**src/rtl/icap_reg_access.sv**
```systemverilog
// ICAP_VIRTEX6 (X32) register-access initiator: sync, type-1 read/write, desync.
// Optional readback timeout is enabled by defining ICAP_TIMEOUT_EN.
module icap_reg_access #(
  parameter int unsigned BIT_SWAP       = 1,
  parameter int unsigned TIMEOUT_CYCLES = 1024
) (
  input  logic        clock,
  input  logic        reset,
  input  logic        req_valid,
  output logic        req_ready,
  input  logic        req_write,
  input  logic [4:0]  req_addr,
  input  logic [31:0] req_wdata,
  output logic        rsp_valid,
  output logic [31:0] rsp_rdata,
  output logic        rsp_err,
  output logic        icap_csb,
  output logic        icap_rdwrb,
  output logic [31:0] icap_i,
  input  logic [31:0] icap_o,
  input  logic        icap_busy
);

  localparam logic [31:0] NOOP = 32'h2000_0000;

  typedef enum logic [3:0] {
    S_IDLE, S_SYNC, S_HDR, S_WDATA, S_RD_NOOP,
    S_RD_TURN, S_RD_WAIT, S_RD_BACK, S_DESYNC, S_DONE
  } state_t;

  state_t      r_state, w_state_nxt;
  logic [3:0]  r_cnt, w_cnt_nxt;
  logic        r_write;
  logic [4:0]  r_addr;
  logic [31:0] r_wdata;

  logic        w_accept;
  logic [31:0] w_word;
  logic [31:0] w_hdr;
  logic        w_csb;
  logic        w_rdwrb;
  logic        w_rsp;
  logic        w_capture;
  logic        w_timeout;

  // ICAP expects each byte bit-reversed relative to the usual configuration word order.
  function automatic logic [31:0] f_order(input logic [31:0] d);
    logic [31:0] r;
    r = d;
    if (BIT_SWAP != 0) begin
      for (int unsigned b = 0; b < 4; b++) begin
        for (int unsigned k = 0; k < 8; k++) begin
          r[b*8 + k] = d[b*8 + 7 - k];
        end
      end
    end
    return r;
  endfunction

  assign w_accept = req_valid & req_ready;
  assign w_hdr    = (r_write ? 32'h3000_0001 : 32'h2800_0001) | {14'd0, r_addr, 13'd0};

`ifdef ICAP_TIMEOUT_EN
  localparam int unsigned TW = (TIMEOUT_CYCLES > 1) ? $clog2(TIMEOUT_CYCLES) : 1;
  logic [TW-1:0] r_tmo;

  always_ff @(posedge clock) begin
    if (reset || w_accept) begin
      r_tmo <= '0;
    end else if (r_state == S_RD_WAIT && !icap_csb && icap_busy) begin
      r_tmo <= r_tmo + 1'b1;
    end
  end

  assign w_timeout = (r_state == S_RD_WAIT) && !icap_csb && icap_busy &&
                     (r_tmo == TW'(TIMEOUT_CYCLES - 1));
`else
  assign w_timeout = 1'b0;
`endif

  always_comb begin
    w_state_nxt = r_state;
    w_cnt_nxt   = r_cnt;
    w_word      = '0;
    w_csb       = 1'b1;
    w_rdwrb     = 1'b0;
    w_rsp       = 1'b0;
    w_capture   = 1'b0;
    case (r_state)
      S_IDLE: begin
        if (w_accept) begin
          w_state_nxt = S_SYNC;
          w_cnt_nxt   = '0;
        end
      end
      S_SYNC: begin
        w_csb = 1'b0;
        case (r_cnt[1:0])
          2'd0:    w_word = 32'hFFFF_FFFF;
          2'd1:    w_word = 32'hAA99_5566;
          default: w_word = NOOP;
        endcase
        if (r_cnt == 4'd3) begin
          w_state_nxt = S_HDR;
          w_cnt_nxt   = '0;
        end else begin
          w_cnt_nxt = r_cnt + 4'd1;
        end
      end
      S_HDR: begin
        w_csb       = 1'b0;
        w_word      = w_hdr;
        w_state_nxt = r_write ? S_WDATA : S_RD_NOOP;
      end
      S_WDATA: begin
        w_csb       = 1'b0;
        w_word      = r_wdata;
        w_state_nxt = S_DESYNC;
      end
      S_RD_NOOP: begin
        w_csb  = 1'b0;
        w_word = NOOP;
        if (r_cnt == 4'd1) begin
          w_state_nxt = S_RD_TURN;
          w_cnt_nxt   = '0;
        end else begin
          w_cnt_nxt = r_cnt + 4'd1;
        end
      end
      S_RD_TURN: begin
        w_rdwrb     = 1'b1;
        w_state_nxt = S_RD_WAIT;
      end
      S_RD_WAIT: begin
        w_csb   = 1'b0;
        w_rdwrb = 1'b1;
        // BUSY is only meaningful once the ICAP has seen CSB low for at least one edge.
        if (!icap_csb && !icap_busy) begin
          w_capture   = 1'b1;
          w_state_nxt = S_RD_BACK;
        end else if (w_timeout) begin
          w_state_nxt = S_RD_BACK;
        end
      end
      S_RD_BACK: begin
        w_state_nxt = S_DESYNC;
      end
      S_DESYNC: begin
        w_csb = 1'b0;
        case (r_cnt[1:0])
          2'd0:    w_word = 32'h3000_8001;
          2'd1:    w_word = 32'h0000_000D;
          default: w_word = NOOP;
        endcase
        if (r_cnt == 4'd3) begin
          w_state_nxt = S_DONE;
          w_cnt_nxt   = '0;
        end else begin
          w_cnt_nxt = r_cnt + 4'd1;
        end
      end
      S_DONE: begin
        w_rsp       = 1'b1;
        w_state_nxt = S_IDLE;
      end
      default: begin
        w_state_nxt = S_IDLE;
      end
    endcase
  end

  always_ff @(posedge clock) begin
    if (reset) begin
      r_state    <= S_IDLE;
      r_cnt      <= '0;
      r_write    <= 1'b0;
      r_addr     <= '0;
      r_wdata    <= '0;
      req_ready  <= 1'b1;
      rsp_valid  <= 1'b0;
      rsp_rdata  <= '0;
      rsp_err    <= 1'b0;
      icap_csb   <= 1'b1;
      icap_rdwrb <= 1'b0;
      icap_i     <= '0;
    end else begin
      r_state    <= w_state_nxt;
      r_cnt      <= w_cnt_nxt;
      req_ready  <= (w_state_nxt == S_IDLE);
      rsp_valid  <= w_rsp;
      icap_csb   <= w_csb;
      icap_rdwrb <= w_rdwrb;
      icap_i     <= w_csb ? '0 : f_order(w_word);
      if (w_accept) begin
        r_write <= req_write;
        r_addr  <= req_addr;
        r_wdata <= req_wdata;
        rsp_err <= 1'b0;
      end
      if (w_capture) begin
        rsp_rdata <= f_order(icap_o);
      end
      if (w_timeout) begin
        rsp_rdata <= '1;
        rsp_err   <= 1'b1;
      end
    end
  end

endmodule

```
**config.mk**
```make
export PLATFORM = sky130hd
export DESIGN_NAME = icap_reg_access
export DESIGN_NICKNAME = d
export VERILOG_FILES = /design/src/rtl/icap_reg_access.sv
export SDC_FILE = /design/constraint.sdc
export NUM_CORES = 1
export LEC_CHECK = 0
export ABC_AREA = 1
export BUFFER_PORTS_ARGS = -buffer_cell sky130_fd_sc_hd__buf_2
export CAP_MARGIN = 20
export CORE_MARGIN = 3
export CORE_UTILIZATION = 45
export CTS_CLUSTER_SIZE = 20
export DETAILED_ROUTE_END_ITERATION = 10
export HOLD_SLACK_MARGIN = 0.08
export PLACE_DENSITY_LB_ADDON = 0.1
export SLEW_MARGIN = 5
export SYNTH_ARGS = -nofsm -noshare
export SYNTH_HDL_FRONTEND = slang
export SYNTH_SLANG_ARGS = --single-unit
```
**constraint.sdc**
```tcl
create_clock -name clock -period 1.4 [get_ports clock]
set_clock_uncertainty 0.1 [all_clocks]
set_input_delay 0 -clock clock [delete_from_list [all_inputs] [get_ports clock]]
set_output_delay 0 -clock clock [all_outputs]
set_load 0.1 [all_outputs]
```
-- After elaboration in Yosys (flattened, before gate mapping)
Index checks and enable logic that the tools add are counted.
Widths: inputs -> output; s select.
- add/sub/neg operators: 1
- $mul: 0
- div/mod/pow operators: 0
- $lt $le $gt $ge: 0
- eq/ne operators: 13
- shift operators: 0
- multiplexer cells: 20
- bitwise logic cells: 3
- reduce and logical (&&, ||, !) cells: 13
- operator list (cell ; number):
    $pmux 32 s5 ; 1
    $pmux 32 s2 ; 1
    $pmux 30 s2 ; 1
    $mux 4 ; 8
    $pmux 4 s8 ; 1
    $or 30x18->30 ; 1
    $mux 29 ; 1
    $eq 4x3->1 const B ; 4
    $eq 4x2->1 const B ; 3
    $pmux 4 s3 ; 1
    $eq 4x1->1 const B ; 2
    $eq 4x4->1 const B ; 2
    $logic_not 4->1 ; 2
    $reduce_or 2->1 ; 4
    $reduce_or 6->1 ; 1
    $mux 1 ; 5
    $add 4x1->4 const B ; 1
    $mux 3 ; 1
    $reduce_bool 3->1 ; 1
    $eq 2x1->1 const B ; 1
    $logic_not 1->1 ; 2
    $logic_not 2->1 ; 1
    $ne 2x2->1 const B ; 1
    $reduce_and 2->1 ; 1
    other kinds (3) ; 3
- bits in registers: 114
- bits in latches: 0
- bits in writable memories: 0
- bits in read-only memories: 0
- output and inout bits: 69
- logic and storage cells: 61
- memories: 0

-- Logic depth before layout (Yosys ltp)
Gate-level depths: netlist of run 1.
- depth in word-level cells: 5
- mapped depth: 10
- gate-level depth less buffers: 10

-- Worst setup path after synthesis of run 1
No wires, ideal clock.
- kind: reg2reg
- start point: register req_ready
- end point: register r_cnt[1]
- arrival time: 1.806 ns
- data required time: 1.189 ns
- setup slack: -0.617 ns
- cell stages (with the launch flop): 8
- buffers on the path: 0
- period minus slack after synthesis: 2.017 ns
- cells stage by stage: dfxtp_1 > nand2_1 > clkinv_1 > nand3_1 > nand2_1 > inv_1 > nor2_1 > nor2_1
- longest elaborated chain between the ends: 3
- RTL lines (item ; line ; source):
    start, declared ; 10 ; output logic req_ready,
    start signal, assigned ; 189 ; req_ready <= (w_state_nxt == S_IDLE);
    $and 1x1->1 ; 60 ; assign w_accept = req_valid & req_ready;
    $ne 2x2->1 (no source line) ; n/a ;
    $reduce_and 2->1 (no source line) ; n/a ;
    end signal, assigned ; 188 ; r_cnt <= w_cnt_nxt;
    end, declared ; 32 ; logic [3:0] r_cnt, w_cnt_nxt;
No other way between the ends.
A chain may end at the register's enable or synchronous reset.

-- Worst setup path after layout of run 1
- start point: register r_state[3]
- end point: register icap_i[22]
- longest elaborated chain between the ends: 4
- RTL lines (item ; line ; source):
    start, declared ; 31 ; state_t r_state, w_state_nxt;
    start signal, assigned ; 187 ; r_state <= w_state_nxt;
    $eq 4x4->1 (tied with other cells) ; 89 ; case (r_state)
    $reduce_or 6->1 (no source line) ; n/a ;
    $not 1->1 (no source line) ; n/a ;
    $reduce_or 2->1 (no source line) ; n/a ;
    end signal, assigned ; 193 ; icap_i <= w_csb ? '0 : f_order(w_word);
    end, declared ; 19 ; output logic [31:0] icap_i,
Parallel ways exist; a longest one is shown, timed or not.

==> results of run 1 <==
[report_power, final]
part	leakage, nW	internal (mW)	switching [mW]
sequential	0.933	3.40	0.0807
clock	0.292	2.91	1.56
combinational	1.97	0.670	0.992
total	3.20	6.98	2.63
[per-stage QoR]
stage	power [mW]	TNS, ns	instances
final	9.61	-1.38	961
after global routing	9.98	-5.25	961
after CTS	9.53	-0.0469	956
after detailed placement	4.78	-1.90	850
after global placement	4.75	-0.200	850
after floorplan	4.36	-0.00757	571
[sequential cells by signal, indices dropped and copies added (netlist names)]
signal	count
icap_i	32
r_wdata	32
rsp_rdata	32
r_addr	5
r_cnt	4
r_state	4
icap_csb	1
icap_rdwrb	1
r_write	1
req_ready	1
rsp_valid	1
[worst max-delay path: stages (launching register included)]
cell and delay (ns):
dfxtp_4 0.39, inv_6 0.05, nand2_2 0.12, nor2_4 0.07, nor2_4 0.15, o21ai_4 0.09
nand2_4 0.15, clkbuf_16 0.19, nor2_1 0.04
[cells in the final DEF, fill, tap and decap left out, types with 4 or more instances in the layout]
cell / count
a21oi_1: 65
buf_12: 4
buf_2: 120
buf_4: 42
bufinv_16: 4
clkbuf_16: 18
clkbuf_4: 15
dfxtp_1: 106
dfxtp_4: 7
dlygate4sd3_1: 73
inv_1: 54
inv_4: 5
inv_6: 5
nand2_1: 66
nand2_2: 9
nand2_4: 6
nand3_1: 45
nor2_1: 68
nor2_2: 11
nor2_4: 9
o21ai_0: 49
o21ai_1: 11
o21ai_2: 5
[worst min path at each step]
stage	slack (ns)	to
after floorplan	0.06	rsp_rdata[0]$_SDFFE_PP0P_
after global placement	0.15	r_wdata[15]$_SDFFE_PP0P_
after detailed placement	0.16	r_wdata[28]$_SDFFE_PP0P_
after CTS	0.15	r_wdata[2]$_SDFFE_PP0P_
after global routing	0.21	rsp_rdata[18]$_SDFFE_PP0P_
final	0.18	r_wdata[7]$_SDFFE_PP0P_
[kinds of logic after synthesis]
| family | after synthesis | share of synthesized area, % |
|---|---|---|
| AOI/OAI and AO/OA | 138 | 16.1 |
| xor gates and xnor gates | 1 | 0.199 |
| adders and majority gates | 5 | 1.42 |
| buffers and inverters | 94 | 8.92 |
| DFF | 114 | 52.0 |
| other | 1 | 0.0854 |
| and+or+nand+nor | 218 | 21.3 |
[area by class of cell]
type	count	area (um2)
sequential	114	2310
fill	651	2140
timing repair buffer	261	1950
multi-input combinational	364	1940
clock buffer	17	414
inverter	62	250
clock inverter	14	204
tap	129	161
[per-layer routing]
| layer | vias to the layer above | part of all wire, % | GRT usage [%] |
|---|---|---|---|
| met5 | - | 0 | 0 |
| met4 | 0 | 1.5 | 8.62 |
| met3 | 19 | 5.3 | 5.62 |
| met2 | 155 | 52 | 44.0 |
| met1 | 2222 | 41 | 28.6 |
| li1 | 2339 | - | - |
[what timing repair did]
action / CTS / global route
endpoints found under the hold margin: 114 / 0
hold buffers: 73 / 0
pin swaps: 7 / 7
buffers inserted: 1 / 5
gates cloned: 1 / 3
resized for setup: 44 / 71
endpoints found under the setup margin: 74 / 84
==> insert_results.sql, run 1 <==
INSERT INTO impl_metrics (metric_group, metric, value, unit) VALUES
('synth', 'synthMostInstantiatedCell', 'dfxtp_1', ''),
('floorplanning', 'initial_core_util', '46.9', '%'),
('timing', 'fin_crit', '1.47', 'ns'),
('timing', 'fmax', '681', 'MHz'),
('route', 'final_routed_wirelength_across_all_metal_layers', '14100', 'um'),
('route', 'vias', '4735', ''),
('synth', 'top_post_synthesis_cells_by_count', '114 x dfxtp_1, 81 x nor2_1, 74 x nand2_1, 67 x a21oi_1, 64 x o21ai_0', ''),
('finish', 'flow.area_growth_from_synthesis', '64.6', '%'),
('timing', 'layout_worst_path_cycle_share', '105', '%'),
('finish', 'nets', '899', ''),
('clock_network', 'tritoncts', 'built', ''),
('worst_setup_path', 'cp-startpoint', 'r_state[3]$_SDFF_PP0_', ''),
('worst_setup_path', 'critical_path.startpoint_type', 'flip-flop', ''),
('hold_path', 'hold_path.class', 'primary input to flip-flop', ''),
('synth', 'ys_dominant_reg_cell', 'dfxtp_1', ''),
('worst_setup_path', 'crit_fanout', '10', ''),
('synth', 'post_synth_instance_area', '0.00439', 'mm2'),
('global_route', 'grt_start_max_net_pins', '39', ''),
('timing', 'unrepaired_setup_endpoints_after_global_routing', 'yes', ''),
('synth', 'cell_taking_the_most_area_after_synthesis', 'dfxtp_1', ''),
('timing', 'setup_ws', '-0.0694', 'ns'),
('worst_setup_path', 'worstSetupEndpointType', 'flip-flop', ''),
('route', 'ant_nets', '0', ''),
('global_route', 'grt_pass1_vias', '4650', ''),
('finish', 'final_cell_area', '0.00723', 'mm2'),
('timing', 'timing.slew.headroom', '65.9', '%'),
('hold_path', 'worst_hold_startpoint', 'req_wdata[7]', ''),
('outcome', 'failed_checks', 'negative setup slack', ''),
('finish', 'post_route_cells_drive_above_1_share', '34.4', '%'),
('timing', 'hold_viol_final', '0', ''),
('floorplanning', 'die_height', '105', 'um'),
('floorplanning', 'placementRows', '35', ''),
('synth', 'synth_async_sr_flop_share', '0', '%'),
('worst_setup_path', 'criticalPathCategory', 'flip-flop to flip-flop', ''),
('clock_network', 'cts_buffers', '17', ''),
('pwr', 'pwr_density_cell', '1330', 'mW/mm2'),
('global_route', 'grt_antenna_before_repair', '0', ''),
('worst_setup_path', 'critical_path_required', '1.69', 'ns'),
('floorplanning', 'die-width', '105', 'um'),
('synth', 'synth.area.top_cells', 'dfxtp_1 52%, a21oi_1 7.6%, o21ai_0 7.3%, nor2_1 6.9%, nand2_1 6.3%', ''),
('global_route', 'grt-ovfl-total', '0', ''),
('route', 'post-route-drc-count', '0', ''),
('placed_design', 'port_buffers', '141', ''),
('worst_setup_path', 'rr_startpoint', 'r_state[3]$_SDFF_PP0_', ''),
('clock_network', 'cts_num_sinks', '114', ''),
('finish', 'antenna_cells', '0', ''),
('timing', 'setup_viol', '56', ''),
('synth', 'synthCells', '571', ''),
('synth', 'post_syn_nets', '650', ''),
('placed_design', 'dp_hpwl', '8050', 'um'),
('route', 'first_iter_violations', '219', ''),
('floorplanning', 'pin_count', '143', ''),
('route', 'detail_route.vias_per_cell', '4.93', ''),
('route', 'drt_first_pass_iters', '6', ''),
('pwr', 'vdd_drop_max', '0.810', 'mV'),
('clock_network', 'htree_levels', '4', ''),
('outcome', 'outcome', 'finished with violations', ''),
('synth', 'synth_enable_flop_cells', '0', ''),
('synth', 'number_of_warnings_issued_by_yosys', '0', ''),
('floorplanning', 'floorplan.die_area', '0.0110', 'mm2'),
('clock_network', 'clockBufferDepth', '2', ''),
('clock_network', 'cts_root_buf', 'clkbuf_8', ''),
('run', 'max_cap_viols', '0', ''),
('worst_setup_path', 'cp-endpoint', 'icap_i[22]$_SDFF_PP0_', ''),
('pwr', 'leakagePower', '3.20', 'nW'),
('timing', 'timing.hold.ws', '0.178', 'ns'),
('global_route', 'global_routing_usage_summed_across_all_routing_layers', '24.6', '%'),
('worst_setup_path', 'reg2reg_setup_slack', '-0.07', 'ns'),
('route', 'wl_per_cell', '14.6', 'um'),
('global_route', 'grt_first_pass_wirelength', '22100', 'um'),
('timing', 'timing_max_transition_violations_final', '0', '');
Power figures use the tool's default switching activity.
==> run 2: changes to the inputs <==
--- a/config.mk
+++ b/config.mk
@@ -5,7 +5,6 @@
 export SDC_FILE = /design/constraint.sdc
 export NUM_CORES = 1
 export LEC_CHECK = 0
-export ABC_AREA = 1
 export BUFFER_PORTS_ARGS = -buffer_cell sky130_fd_sc_hd__buf_2
 export CAP_MARGIN = 20
 export CORE_MARGIN = 3
==> run 2 against run 1 <==
  * Global-route usage grew 0.85 points
  * The flow still finishes with violations (negative setup slack)
  * Die area shrank 2.7%
  * Combinational power shrank 21%
==> insert_results.sql, run 2 <==
INSERT INTO impl_metrics (metric_group, metric, value, unit) VALUES
('synth', 'synthMostInstantiatedCell', 'nand2_1', ''),
('worst_setup_path', 'cp-endpoint', 'rsp_rdata[21]$_SDFFE_PP0P_', ''),
('clock_network', 'clockBufferDepth', '2', ''),
('route', 'met3WireLength', '1040', 'um'),
('finish', 'mostFrequentLayoutCell', 'nand2_1', ''),
('placed_design', 'place.gp.congestion', '0.780', ''),
('synth', 'synth_enable_flop_cells', '0', ''),
('timing', 'worstMarginPinSlew', '0.522', 'ns'),
('synth', 'complex_gate_fraction_of_the_synthesized_area', '17.6', '%'),
('timing', 'timing_max_transition_violations_final', '0', ''),
('worst_setup_path', 'rr_startpoint', 'r_state[3]$_SDFF_PP0_', ''),
('worst_setup_path', 'critical_path.startpoint_type', 'flip-flop', ''),
('global_route', 'grt_first_pass_wirelength', '21200', 'um'),
('route', 'vias', '4837', ''),
('finish', 'final_cell_mix', '139 x nand2_1, 106 x dfxtp_1, 106 x buf_2', ''),
('synth', 'post_synth_fa_ha_maj_area_fraction', '1.47', '%'),
('route', 'wl_per_cell', '18.2', 'um'),
('synth', 'synth_largest_type_area_fraction', '53.5', '%'),
('global_route', 'grt_antenna_before_repair', '0', ''),
('pwr', 'pwr_density_cell', '1250', 'mW/mm2'),
('timing', 'fmax', '594', 'MHz'),
('clock_network', 'worst_setup_hold_path_clk_slew', '0.06', 'ns'),
('synth', 'syn_area_per_cell', '8.31', 'um2'),
('synth', 'synth_sequential_area_ratio', '53.5', '%'),
('outcome', 'failed_checks', 'negative setup slack', ''),
('clock_network', 'clock_insertion_delay_at_the_later_pin_of_the_skew_report', '0.52', 'ns'),
('synth', 'synth-xor-area-share', '0', '%'),
('worst_setup_path', 'reg2reg_setup_slack', '-0.28', 'ns'),
('placed_design', 'dp_hpwl', '7580', 'um'),
('hold_path', 'worst_hold_startpoint', 'req_wdata[20]', ''),
('clock_network', 'tritoncts', 'built', ''),
('floorplanning', 'floorplan.core_area', '0.00898', 'mm2'),
('worst_setup_path', 'worstRegToRegCells', '7', ''),
('synth', 'post_synth_num_cell_types', '44', ''),
('placed_design', 'worst_setup_slack_before_clock_tree_synthesis', '-0.239', 'ns'),
('timing', 'timing.slew.headroom', '65.4', '%'),
('synth', 'top_post_synthesis_cells_by_count', '175 x nand2_1, 114 x dfxtp_1, 109 x a21oi_1, 16 x clkbuf_1, 12 x buf_2', ''),
('floorplanning', 'die-width', '103', 'um'),
('route', 'met2RoutedLength', '8460', 'um'),
('worst_setup_path', 'crit_fanout', '9', ''),
('finish', 'flow.area_growth_from_synthesis', '72.7', '%'),
('outcome', 'outcome', 'finished with violations', ''),
('floorplanning', 'pin_count', '143', ''),
('floorplanning', 'die_height', '103', 'um'),
('pwr', 'leakagePower', '3.05', 'nW'),
('floorplanning', 'floorplan.die_area', '0.0107', 'mm2'),
('global_route', 'grt_start_max_net_pins', '39', ''),
('route', 'detail_route.vias_per_cell', '5.34', ''),
('synth', 'ys_dominant_reg_cell', 'dfxtp_1', ''),
('timing', 'setup_ws', '-0.284', 'ns'),
('synth', 'yosys_register_bits', '114', ''),
('route', 'ant_nets', '0', ''),
('placed_design', 'port_buffers', '141', ''),
('finish', 'largest_registers', 'icap_i (32), r_wdata (32), rsp_rdata (32)', ''),
('finish', 'nets', '846', ''),
('hold_path', 'hold_path.class', 'primary input to flip-flop', ''),
('route', 'drt_first_pass_iters', '5', ''),
('pwr', 'vdd_drop_max', '0.859', 'mV'),
('route', 'final_routed_wirelength_across_all_metal_layers', '16500', 'um'),
('synth', 'post_synth_mux_area_share', '0.235', '%'),
('finish', 'post_route_cells_drive_above_1_share', '44.2', '%'),
('finish', 'antenna_cells', '0', ''),
('global_route', 'grt_pass1_vias', '4557', ''),
('run', 'max_cap_viols', '0', ''),
('floorplanning', 'initial_core_util', '47.5', '%'),
('synth', 'cell_taking_the_most_area_after_synthesis', 'dfxtp_1', ''),
('clock_network', 'htree_levels', '4', ''),
('synth', 'synth_async_sr_flop_share', '0', '%'),
('worst_setup_path', 'worstSetupEndpointType', 'flip-flop', ''),
('timing', 'setup_viol', '74', ''),
('floorplanning', 'placementRows', '34', ''),
('synth', 'combinational_family_with_the_most_area_after_synthesis', 'simple AND/OR/NAND/NOR gates', ''),
('clock_network', 'cts_buffers', '17', ''),
('route', 'first_iter_violations', '338', ''),
('timing', 'timing.hold.ws', '0.164', 'ns'),
('route', 'routedLengthMet1', '6200', 'um'),
('global_route', 'grt-ovfl-total', '0', ''),
('timing', 'layout_worst_path_cycle_share', '120', '%'),
('route', 'top_layer', 'met4', ''),
('worst_setup_path', 'criticalPathCategory', 'flip-flop to flip-flop', ''),
('global_route', 'global_routing_usage_summed_across_all_routing_layers', '25.4', '%'),
('timing', 'fin_crit', '1.68', 'ns'),
('synth', 'post_synth_instance_area', '0.00427', 'mm2'),
('synth', 'number_of_warnings_issued_by_yosys', '0', ''),
('worst_setup_path', 'worst_ep_arrival_time', '2.02', 'ns'),
('clock_network', 'cts_root_buf', 'clkbuf_8', ''),
('synth', 'synthCells', '513', ''),
('synth', 'synth.area.top_cells', 'dfxtp_1 54%, nand2_1 15%, a21oi_1 13%, nor4b_4 1.7%, ha_1 1.5%', ''),
('timing', 'unrepaired_setup_endpoints_after_global_routing', 'yes', ''),
('route', 'post-route-drc-count', '0', ''),
('timing', 'hold_viol_final', '0', ''),
('worst_setup_path', 'regToRegEndpoint', 'rsp_rdata[21]$_SDFFE_PP0P_', ''),
('synth', 'post_syn_nets', '592', ''),
('synth', 'synth-simple-area-share', '22.0', '%'),
('worst_setup_path', 'cp-startpoint', 'r_state[3]$_SDFF_PP0_', ''),
('clock_network', 'cts_num_sinks', '114', ''),
('worst_setup_path', 'critical_path_required', '1.74', 'ns');
==> run 2: changes by cell type after synthesis, moves of 5 or more <==
cell,delta
nand3_1,-45
o21ai_0,-58
inv_1,-54
nand2_1,+101
nor2_1,-74
a22oi_1,+5
a21oi_1,+42
==> run 2: layout make-up <==
| class | instances | area [um2] |
|---|---|---|
| Timing Repair Buffer | 270 | 2080 |
| Tap cell | 126 | 158 |
| Fill cell | 490 | 1610 |
| Clock buffer | 19 | 453 |
| Inverter | 4 | 15.0 |
| Clock inverter | 12 | 153 |
| Multi-Input combinational cell | 360 | 2200 |
| Sequential cell | 114 | 2300 |
==> run 2: per-stage QoR <==
stage          total power [mW]  instances  setup TNS [ns]  utilization [%]  cell area, um2
3_3_place_gp               4.55        783          -10.37             60.8            5460
4_1_cts                    9.08        896           -9.16             77.4            6950
6_report                   9.17        905          -13.00             82.1            7370
2_1_floorplan              4.21        513          -11.15                -            4440
3_5_place_dp               4.56        783          -12.98             60.8            5460
5_1_grt                    9.44        905          -16.07             82.1            7370
==> run 2: how the worst min path moves through the flow <==
stage / endpoint / depth (start not counted)
2_1_floorplan: r_wdata[29]$_SDFFE_PP0P_ / 2
3_3_place_gp: r_wdata[12]$_SDFFE_PP0P_ / 3
3_5_place_dp: r_wdata[10]$_SDFFE_PP0P_ / 3
4_1_cts: rsp_rdata[7]$_SDFFE_PP0P_ / 4
5_1_grt: r_wdata[11]$_SDFFE_PP0P_ / 4
6_report: r_wdata[20]$_SDFFE_PP0P_ / 4
==> run 2: timing repair <==
item | 4_1_cts | 5_1_grt
setup endpoints to repair | 74 | 104
cloned | 4 | 3
buffers inserted | 5 | 7
gates resized for setup | 27 | 115
endpoints found under the hold margin | 82 | 0
pin swaps | 14 | 47
hold buffers | 73 | 0
==> run 2: metal layers <==
metal  vias up  global-route usage [%]
li1       2229                       -
met1      2278                    28.5
met2       265                    44.9
met3        65                    7.44
met4         0                    10.5
met5         -                       0
==> run 2: worst max-delay path, stage by stage, from the launching register on <==
cell	delay (ns)
dfxtp_2	0.34
nand2b_4	0.17
buf_6	0.13
nor4_4	0.22
buf_4	0.20
buf_8	0.14
nand2_1	0.11
a21oi_2	0.20
==> run 2: logic make-up after synthesis <==
logic type | Yosys count
other | 1
flip-flops | 114
AO/OA/AOI/OAI | 138
AND/OR/NAND/NOR | 211
buffers and inverters | 43
multiplexers | 1
adder cells (fa/ha/maj) | 5
==> run 2: report_power, final <==
part	total (mW)	leakage, nW	internal [mW]	switching [mW]
Clock	4.43	0.288	2.85	1.58
Combinational	1.31	1.83	0.505	0.800
Sequential	3.44	0.930	3.37	0.0720
Total	9.17	3.05	6.72	2.45
==> run 3: changes to the inputs <==
--- a/config.mk
+++ b/config.mk
@@ -12,7 +12,7 @@
 export CTS_CLUSTER_SIZE = 20
 export DETAILED_ROUTE_END_ITERATION = 10
 export HOLD_SLACK_MARGIN = 0.08
-export PLACE_DENSITY_LB_ADDON = 0.1
+export PLACE_DENSITY = 0.75
 export SLEW_MARGIN = 5
 export SYNTH_ARGS = -nofsm -noshare
 export SYNTH_HDL_FRONTEND = slang
==> run 3 against run 2 <==
  * The flow still finishes with violations (negative setup slack)
  * Sequential share of layout area down 1.5 points
  * Setup slack worse by 0.070 ns
  * Count of clock-buffer cells in the layout down 2
  * Combinational power up 11%
  * Power up 2.1%
  * Core utilization up 4.4 points
  * Sequential cell count unchanged
  * Via count up 4.9%
  * Register-to-register slack worse by 0.07 ns
  * Critical endpoint is now icap_i[13]$_SDFF_PP0_
  * Largest cell class is now multi-input gates
  * Highest routed layer unchanged
==> insert_results.sql, run 3 (synthesis results as in run 2) <==
INSERT INTO impl_metrics (metric_group, metric, value, unit) VALUES
('outcome', 'outcome', 'finished with violations', ''),
('outcome', 'failed_checks', 'negative setup slack', ''),
('finish', 'antenna_cells', '0', ''),
('global_route', 'grt_start_max_net_pins', '40', ''),
('worst_setup_path', 'rr_startpoint', 'r_state[1]$_SDFF_PP0_', ''),
('worst_setup_path', 'cells_traversed_along_the_worst_timing_path', 'buf_6 -> or3_4 -> and3b_2 -> o21bai_4 -> buf_6 -> buf_16 -> a21oi_2', ''),
('hold_path', 'worst_hold_startpoint', 'req_wdata[22]', ''),
('timing', 'hold_viol_final', '0', ''),
('route', 'drt_first_pass_iters', '5', ''),
('global_route', 'grt_pass1_vias', '4871', ''),
('global_route', 'grtUsageMet1', '31.2', '%'),
('floorplanning', 'pin_count', '143', ''),
('clock_network', 'cts_num_sinks', '114', ''),
('floorplanning', 'floorplan.core_area', '0.00898', 'mm2'),
('finish', 'mostFrequentLayoutCell', 'nand2_1', ''),
('worst_setup_path', 'path_common_cell', 'buf_6', ''),
('worst_setup_path', 'worst_ep_arrival_time', '2.06', 'ns'),
('timing', 'setup_viol', '74', ''),
('timing', 'timing.hold.ws', '0.165', 'ns'),
('global_route', 'met2_usage', '51.5', '%'),
('pwr', 'vdd_drop_max', '0.857', 'mV'),
('worst_setup_path', 'critical_path_required', '1.71', 'ns'),
('worst_setup_path', 'crit_fanout', '8', ''),
('global_route', 'grt_antenna_before_repair', '0', ''),
('floorplanning', 'die_height', '103', 'um'),
('route', 'vias', '5072', ''),
('route', 'detail_route.vias_per_cell', '5.53', ''),
('clock_network', 'worst_setup_hold_path_clk_slew', '0.06', 'ns'),
('placed_design', 'port_buffers', '141', ''),
('timing', 'timing_max_transition_violations_final', '0', ''),
('clock_network', 'cts_buffers', '17', ''),
('global_route', 'global_routing_usage_summed_across_all_routing_layers', '28.8', '%'),
('worst_setup_path', 'worstSetupEndpointType', 'flip-flop', ''),
('timing', 'setup_ws', '-0.354', 'ns'),
('clock_network', 'htree_levels', '4', ''),
('route', 'ant_nets', '0', ''),
('floorplanning', 'floorplan.die_area', '0.0107', 'mm2'),
('finish', 'largest_registers', 'icap_i (32), r_wdata (32), rsp_rdata (32)', ''),
('timing', 'fmax', '570', 'MHz'),
('worst_setup_path', 'cp-startpoint', 'r_state[1]$_SDFF_PP0_', ''),
('timing', 'worstMarginPinSlew', '0.568', 'ns'),
('floorplanning', 'initial_core_util', '47.5', '%'),
('route', 'final_routed_wirelength_across_all_metal_layers', '17900', 'um'),
('finish', 'final_cell_mix', '138 x nand2_1, 106 x dfxtp_1, 103 x buf_2', ''),
('timing', 'totalNegativeSetupSlack', '-20.40', 'ns'),
('global_route', 'grt_use_met3', '8.58', '%'),
('worst_setup_path', 'critical_path.top_delay_family', 'simple AND/OR/NAND/NOR gates', ''),
('clock_network', 'cts_root_buf', 'clkbuf_8', ''),
('timing', 'timing.slew.headroom', '62.1', '%'),
('timing', 'layout_worst_path_cycle_share', '125', '%'),
('timing', 'unrepaired_setup_endpoints_after_global_routing', 'yes', ''),
('floorplanning', 'placementRows', '34', ''),
('finish', 'final_core_utilization', '86.4', '%'),
('finish', 'nets', '857', ''),
('worst_setup_path', 'criticalPathCategory', 'flip-flop to flip-flop', ''),
('placed_design', 'place.gp.congestion', '0.851', ''),
('pwr', 'leakagePower', '3.31', 'nW'),
('timing', 'fin_crit', '1.75', 'ns'),
('floorplanning', 'die-width', '103', 'um'),
('finish', 'flow.area_growth_from_synthesis', '81.9', '%'),
('global_route', 'gr-max-usage-layer', 'met2', ''),
('placed_design', 'dp_hpwl', '7710', 'um'),
('route', 'post-route-drc-count', '0', ''),
('hold_path', 'hold_path.class', 'primary input to flip-flop', ''),
('worst_setup_path', 'crit_buf_inv', '3', ''),
('global_route', 'grt_first_pass_wirelength', '23500', 'um'),
('pwr', 'pwr_density_cell', '1210', 'mW/mm2'),
('worst_setup_path', 'critical_path.startpoint_type', 'flip-flop', ''),
('clock_network', 'tritoncts', 'built', ''),
('global_route', 'grt-ovfl-total', '0', ''),
('worst_setup_path', 'critPathMaxStageDelay', '0.37', 'ns'),
('route', 'wl_per_cell', '19.5', 'um'),
('worst_setup_path', 'crit_path_top_delay_cell', 'dfxtp_4', ''),
('route', 'first_iter_violations', '369', ''),
('clock_network', 'clockBufferDepth', '2', ''),
('clock_network', 'clock_insertion_delay_at_the_later_pin_of_the_skew_report', '0.52', 'ns'),
('finish', 'post_route_cells_drive_above_1_share', '47.5', '%'),
('run', 'max_cap_viols', '0', '');
run 3: changes by cell type in the layout (fill, tap and decap cells not counted), sizes merged:
cell | previous run | this run
inv | 6 | 11
or4 | 5 | 4
clkbuf | 50 | 51
clkinvlp | 4 | 0
buf | 166 | 175
clkinv | 3 | 5
run 3: cell type report:
class                      instances  area (um2)
clock buffer                      17         414
clock inverter                    15         194
fill                             391        1220
inverter                           4        15.0
multi-input combinational        359        2380
sequential                       114        2310
tap                              126         158
timing repair buffer             282        2290
run 3: timing repair:
action / CTS / global route
endpoints found under the setup margin: 77 / 104
endpoints found under the hold margin: 114 / 0
buffers inserted: 13 / 7
pin swaps: 38 / 59
resized for setup: 57 / 132
gates cloned: 7 / 2
hold buffers: 73 / 0
run 3: worst paths after layout:
check / endpoint / slack (ns) / cells past startpoint
worst min-delay path: r_wdata[22]$_SDFFE_PP0P_ / 0.16 / 4
worst max-delay path: icap_i[13]$_SDFF_PP0_ / -0.35 / 7
worst max register to register: icap_i[13]$_SDFF_PP0_ / -0.35 / 7
worst min register to register: r_wdata[8]$_SDFFE_PP0P_ / 0.36 / 2
run 3: metrics by stage:
stage / cells / area [um2] / power [mW] / setup slack [ns]
2_1_floorplan: 513 / 4440 / 4.21 / -0.187
3_3_place_gp: 786 / 5480 / 4.54 / -0.232
5_1_grt: 917 / 7760 / 9.64 / -0.380
6_report: 917 / 7760 / 9.37 / -0.354
4_1_cts: 910 / 7210 / 9.20 / -0.211
3_5_place_dp: 786 / 5480 / 4.56 / -0.286
run 3: worst reg2reg max path, delay by kind of cell, from the launching register on:
kind / cells / cell delay (ns)
AOI/OAI and AO/OA: 2 / 0.20
buffers and inverters: 3 / 0.42
DFF: 1 / 0.37
and+or+nand+nor: 2 / 0.55
run 3: layer usage:
layer,vias up,part of all wire (%)
met5,-,0
met4,0,5.0
met3,84,8.0
met2,341,51
met1,2402,36
li1,2245,-
run 3: report_power, final:
part / switching (mW) / total [mW] / internal [mW]
Clock: 1.71 / 4.48 / 2.76
Sequential: 0.0747 / 3.44 / 3.36
Combinational: 0.866 / 1.45 / 0.586
